$ cat config.mk
export PLATFORM = sky130hd
export DESIGN_NAME = adder_arbiter
export DESIGN_NICKNAME = d
export VERILOG_FILES = /design/src/rtl/adder_arbiter.sv
export SDC_FILE = /design/constraint.sdc
export NUM_CORES = 1
export LEC_CHECK = 0
export CORE_ASPECT_RATIO = 0.5
export CORE_MARGIN = 2
export CORE_UTILIZATION = 45
export CTS_BUF_LIST = sky130_fd_sc_hd__clkbuf_2 sky130_fd_sc_hd__clkbuf_4 sky130_fd_sc_hd__clkbuf_8
export DETAILED_ROUTE_END_ITERATION = 8
export HOLD_SLACK_MARGIN = 0.02
export PLACE_DENSITY_LB_ADDON = 0.08
export SYNTH_ARGS = -nofsm -noshare
export SYNTH_HDL_FRONTEND = slang
export SYNTH_SLANG_ARGS = --single-unit
$ cat constraint.sdc
create_clock -name clk -period 3.7 [get_ports clk]
set_clock_uncertainty 0.2 [all_clocks]
set_input_delay 0.37 -clock clk [delete_from_list [all_inputs] [get_ports clk]]
set_output_delay 0.37 -clock clk [all_outputs]
set_load 0.005 [all_outputs]
$ cat src/rtl/adder_arbiter.sv
// Round-robin front end sharing one WIDTH-bit adder among NUM_REQ requesters, 1-cycle registered result.
// Optional build macro ADDER_ARB_SAT_EN saturates the sum to all ones on overflow.
module adder_arbiter #(
    parameter int NUM_REQ = 4,
    parameter int WIDTH   = 8
) (
    input  logic                     clk,
    input  logic                     rst,
    input  logic [NUM_REQ-1:0]       req_valid,
    output logic [NUM_REQ-1:0]       req_ready,
    input  logic [NUM_REQ*WIDTH-1:0] req_in0,
    input  logic [NUM_REQ*WIDTH-1:0] req_in1,
    output logic                     rsp_valid,
    input  logic                     rsp_ready,
    output logic [$clog2(NUM_REQ)-1:0] rsp_id,
    output logic [WIDTH-1:0]         rsp_sum,
    output logic                     rsp_carry
);
    localparam int ID_W = $clog2(NUM_REQ);

    typedef struct packed {
        logic [ID_W-1:0]  id;
        logic             carry;
        logic [WIDTH-1:0] sum;
    } rsp_t;

    logic [ID_W-1:0]  ptr;
    logic [ID_W-1:0]  ptr_nxt;
    logic [ID_W-1:0]  hi_g, lo_g, g;
    logic             hi_found, lo_found, any;
    logic [WIDTH-1:0] hi_a, hi_b, lo_a, lo_b, op_a, op_b;
    logic [WIDTH:0]   raw_sum;
    logic             can_accept, accept;
    rsp_t             rsp_q, rsp_d;

    // Two priority scans: indices at/above ptr win over the wrapped ones below it.
    // The descending loop leaves the lowest set index in each half.
    always_comb begin
        hi_found = 1'b0;
        lo_found = 1'b0;
        hi_g     = '0;
        lo_g     = '0;
        hi_a     = '0;
        hi_b     = '0;
        lo_a     = '0;
        lo_b     = '0;
        for (int i = NUM_REQ - 1; i >= 0; i--) begin
            if (req_valid[i]) begin
                if (i >= int'(ptr)) begin
                    hi_found = 1'b1;
                    hi_g     = ID_W'(i);
                    hi_a     = req_in0[i*WIDTH +: WIDTH];
                    hi_b     = req_in1[i*WIDTH +: WIDTH];
                end else begin
                    lo_found = 1'b1;
                    lo_g     = ID_W'(i);
                    lo_a     = req_in0[i*WIDTH +: WIDTH];
                    lo_b     = req_in1[i*WIDTH +: WIDTH];
                end
            end
        end
    end

    assign any     = hi_found | lo_found;
    assign g       = hi_found ? hi_g : lo_g;
    assign op_a    = hi_found ? hi_a : lo_a;
    assign op_b    = hi_found ? hi_b : lo_b;
    assign ptr_nxt = (int'(g) == NUM_REQ - 1) ? '0 : g + 1'b1;

    // Gating with rst keeps every handshake closed while reset is held.
    assign can_accept = (~rsp_valid | rsp_ready) & ~rst;
    assign accept     = any & can_accept;
    assign req_ready  = accept ? (NUM_REQ'(1) << g) : '0;

    assign raw_sum = {1'b0, op_a} + {1'b0, op_b};

    always_comb begin
        rsp_d.id    = g;
        rsp_d.carry = raw_sum[WIDTH];
`ifdef ADDER_ARB_SAT_EN
        rsp_d.sum   = raw_sum[WIDTH] ? {WIDTH{1'b1}} : raw_sum[WIDTH-1:0];
`else
        rsp_d.sum   = raw_sum[WIDTH-1:0];
`endif
    end

    always_ff @(posedge clk or posedge rst) begin
        if (rst) begin
            rsp_valid <= 1'b0;
            rsp_q     <= '0;
            ptr       <= '0;
        end else if (accept) begin
            rsp_valid <= 1'b1;
            rsp_q     <= rsp_d;
            ptr       <= ptr_nxt;
        end else if (rsp_ready) begin
            rsp_valid <= 1'b0;
        end
    end

    assign rsp_id    = rsp_q.id;
    assign rsp_sum   = rsp_q.sum;
    assign rsp_carry = rsp_q.carry;
endmodule
; After elaboration in Yosys (flattened, before gate mapping)
; Index checks and enable logic that the tools add are counted.
[word_totals]
regBits = 14
elab_cells = 78
[op_classes]
n_addsub = 2
order_cmp = 3
eq_ne = 1
n_shift = 1
n_mux = 59
bitwise_logic = 6
n_reduce_logical = 1
[ops]
columns = operator, n
row1 = $mux 8, 28
row2 = $mux 2, 15
row3 = $mux 1, 15
row4 = $add 8x8->9, 1
row5 = $ge 1x2->1 const A, 2
row6 = $mux 4, 1
row7 = $shl 1x2->4 const A, 1
row8 = $add 2x1->2 const B, 1
row9 = $and 1x1->1, 2
row10 = $eq 2x1->1 const B, 1
row11 = $ge 2x2->1 const A, 1
row12 = $not 1->1, 2
row13 = $or 1x1->1, 2
row14 = $reduce_bool 2->1, 1

; Logic depth before layout (Yosys ltp)
[depth]
ltp_word = 10
mapped_depth = 14
mapped_depth_nobuf = 12

; Least setup slack after synthesis
; No wires, ideal clock.
[synth_path]
kind = input to register
from = input port req_valid[1]
to = register rsp_q (netlist bit rsp_carry)
setup_ns = 0.126
arrival_ns = 2.771
required_time_ns = 3.374
path_slack_ns = 0.604
stages = 14
path_buffers = 2
path_cell_list = buf_2 > o21bai_2 > a22o_1 > and3_1 > clkbuf_1 > a22oi_1 > nand2_1 > ha_1 > fa_1 > a211o_1 > a211oi_1 > nor2_1 > o21ai_0 > a21oi_1
[synth_between]
elab_chain_cells = 5
elab_cells_between_ends = 23
[synth_rtl]
columns = element, line
row1 = from (decl), 9  ; input logic [NUM_REQ-1:0] req_valid,
row2 = $mux 8 / $mux 1 (equally long branches), 48  ; if (req_valid[i]) begin
row3 = $mux 8 / $mux 1 (equally long branches), 49  ; if (i >= int'(ptr)) begin
row4 = $mux 8 / $mux 1 (equally long branches), 48
row5 = $mux 8 (tied with other cells), 66  ; assign op_a = hi_found ? hi_a : lo_a;
row6 = $add 8x8->9 / $and 1x1->1 (equally long branches), "75, 72"
row7 = to (signal assigned), 94  ; rsp_q <= rsp_d;
row8 = to (decl), 34  ; rsp_t rsp_q, rsp_d;
; Parallel ways exist; a longest one is shown, timed or not.
; A chain may end at the register's enable or synchronous reset.

; Worst setup path in the final report
[layout_path]
from = input port req_valid[3]
to = register rsp_q (netlist bit rsp_carry)
[layout_between]
elab_chain_cells = 9
elab_cells_between_ends = 26
[layout_rtl]
columns = element, line
row1 = $mux 8 / $mux 1 (equally long branches), 48
row2 = $mux 8 / $mux 1 (equally long branches), 49
row3 = $mux 8 / $mux 1 (equally long branches), 48
row4 = $mux 8 / $mux 1 (equally long branches), 49
row5 = $mux 8 / $mux 1 (equally long branches), 48
row6 = $mux 8 / $mux 1 (equally long branches), 49
row7 = $mux 8 / $mux 1 (equally long branches), 48
row8 = $mux 8 (tied with other cells), 66
row9 = $add 8x8->9 / $and 1x1->1 (equally long branches), "75, 72"
; Parallel ways exist; a longest one is shown, timed or not.

==> results.sh <==
export IMPL_ys_async_sr_fraction=1.000
export IMPL_gr_usage_all_layers=0.3016
export IMPL_synthFlopType="dfrtp_1"
export IMPL_fillers=358
export IMPL_dieArea_um2=5355
export IMPL_setup_worst_path_end_class="register"
export IMPL_synth_most_common_cell="nand2_1"
export IMPL_maxCapViolCount=0
export IMPL_final_antenna_net_count=0
export IMPL_dr_pass1_iters=5
export IMPL_ys_ff_latch=14
export IMPL_hpwl_um=6358
export IMPL_synthTopCellsByCount="nand2_1, a21oi_1, nor2_1, o21ai_0, a22oi_1"
export IMPL_leakagePower_nw=1.379
export IMPL_totalPowerFinal_mw=1.875
export IMPL_root_buffer="clkbuf_8"
export IMPL_grt_start_max_net_pins=25
export IMPL_initial_utilization=0.4767
export IMPL_syn_nets=390
export IMPL_multi_input_area_um2=1635
export IMPL_synth_top_cell_area_share=0.1637
export IMPL_vias=2790
export IMPL_clk_pin_slew_ps=60
export IMPL_cts_max_level=1
export IMPL_syn_cell_area_um2=2140
export IMPL_hp_class="reg -> reg"
export IMPL_routabilityCongestion=0.9694
export IMPL_cts_buffers=3
export IMPL_timing_fmax_ghz=0.2916
export IMPL_n_antenna_cell=0
export IMPL_synth_cells=306
export IMPL_cp_start_kind="primary input"
export IMPL_final_max_slew_violation_count=0
export IMPL_core_area_um2=4488
export IMPL_hold_viol=0
export IMPL_yosys_warnings=0
export IMPL_rsz0062_at_grt="false"
export IMPL_finalCritPeriodShare=0.9268
export IMPL_critPathRequiredTime_ps=3620
export IMPL_syn_avg_cell_area_um2=6.992
export IMPL_drc=0
export IMPL_syn_to_final_growth_pct=51.52
export IMPL_drive_above_1_share=0.1067
export IMPL_cp_max_fo=8
export IMPL_synth_cell_types=55
export IMPL_slew_headroom=0.6249
export IMPL_worstSetupPathType="in -> reg"
export IMPL_ys_seq_area_frac=0.1637
export IMPL_clk_latency_ps=250
export IMPL_seqCellArea_um2=351.6
export IMPL_dieWidth_um=101.5
export IMPL_final_nets=488
export IMPL_post_cts_buffers=0
export IMPL_drt_initial_drc_count=230
export IMPL_drt_total_wl_um=7815
export IMPL_synth_top_area_cell="dfrtp_1"
export IMPL_tightest_slew_ps=561.4
export IMPL_portBuffers=86
export IMPL_period_minus_slack_ps=3429
export IMPL_clock_sinks=14
export IMPL_hold_ws_ps=295.2
export IMPL_synth_edf_count=0
export IMPL_grt_remaining_overflow=0
export IMPL_pin_count=87
export IMPL_antenna_found_initial=0
export IMPL_cts_tree="done"
export IMPL_fp_dieH_um=52.76
export IMPL_grt_pass1_vias=2617
export IMPL_ir_worst_vdd_mv=0.3313
export IMPL_row_count=17
export IMPL_cts_path_max_buffers=2
export IMPL_power_density_nw_per_um2=578.4
export IMPL_synthTopCellsByArea="dfrtp_1, nand2_1, ha_1, a22oi_1, a21oi_1"
export IMPL_arrival_ps=3350
export IMPL_wire_per_inst_um=16.66
export IMPL_grt_pass1_wl_um=12520
export IMPL_final_setup_viol_count=0
export IMPL_status="completed"
export IMPL_viasPerCell=5.949
## per-stage QoR
stage	utilization	std cells	cell area [um2]	worst slack, ps	TNS [ps]
3_5_place_dp	0.7084	465	3179	-2.314	-2.314
5_1_grt	0.7223	469	3242	51.41	0
2_1_floorplan	-	306	2140	603.6	0
3_3_place_gp	0.7084	465	3179	79.99	0
4_1_cts	0.7207	469	3234	199.8	0
6_report	0.7223	469	3242	271.0	0
## final cells by class
type / count / area share
multi-input cells: 260 / 0.5044
well taps: 66 / 0.02547
repair buffers: 114 / 0.3319
flip-flops and latches: 14 / 0.1085
inverters: 11 / 0.01274
clock buffers: 4 / 0.01698
## flip-flops by register name, summed over array words and instances, names as in the netlist
name and flops:
rsp_sum 8, rsp_valid 1, rsp_id 2, ptr 2
rsp_carry 1
## logic make-up (layout without fill, tap and decap cells)
family                   count (synthesis)  in the layout  share of synthesized area
adder cells (fa/ha/maj)                 13             13                    0.07953
AND/OR/NAND/NOR                        111            111                     0.2368
AO/OA/AOI/OAI                          131            131                     0.4252
buffers and inverters                   32            129                    0.07252
XOR/XNOR                                 3              3                    0.01228
multiplexers                             2              2                   0.009941
flip-flops                              14             14                     0.1637
## placed cells by master (no fill, tap or decap), drive strengths merged, types with 6 or more instances in the layout
| cell | count |
|---|---|
| clkdlybuf4s50 | 84 |
| nand2 | 60 |
| o21ai | 31 |
| buf | 28 |
| a21oi | 23 |
| nor2 | 21 |
| a22oi | 15 |
| dfrtp | 14 |
| ha | 12 |
| o2bb2ai | 11 |
| inv | 11 |
| nand2b | 6 |
| and3 | 6 |
| nor2b | 6 |
## worst max-delay path: stages
cell and delay, ps:
clkdlybuf4s50_1 650, inv_1 190, and3_1 280, a22oi_1 200, nand2_1 80, ha_1 230
fa_1 410, a211o_1 330, a211oi_1 200, nor2_1 80, o21ai_0 210, a21oi_1 110
## where the power goes
group | switching (mW) | total [mW] | internal, mW
sequential | 0.0757 | 0.296 | 0.220
clock | 0.0577 | 0.152 | 0.0944
combinational | 0.731 | 1.43 | 0.696
total | 0.865 | 1.88 | 1.01
## layer usage
layer / share of wire / up-vias / GRT usage
met5: 0 / - / 0
met4: 0.011 / 0 / 0.08108
met3: 0.12 / 11 / 0.06400
met2: 0.42 / 163 / 0.4846
met1: 0.45 / 1284 / 0.4100
li1: - / 1332 / -
## repair_timing
| item | 4_1_cts | 5_1_grt |
|---|---|---|
| gates resized for setup | 0 | 4 |
| endpoints found under the setup margin | 0 | 2 |
| hold buffers | 0 | 0 |
## final timing paths
| path | start | end | slack [ps] | cells after the start |
|---|---|---|---|---|
| worst max-delay path | req_valid[3] | rsp_carry | 270 | 12 |
| worst min-delay path | rsp_sum[4] | rsp_sum[4] | 300 | 2 |
| worst max register to register | ptr[1] | rsp_carry | 310 | 12 |
| worst min register to register | rsp_sum[4] | rsp_sum[4] | 300 | 2 |
| max in group asynchronous | rst | ptr[1] | 2600 | 2 |
| min in group asynchronous | rst | rsp_sum[0] | 320 | 2 |
Power figures use the tool's default switching activity.
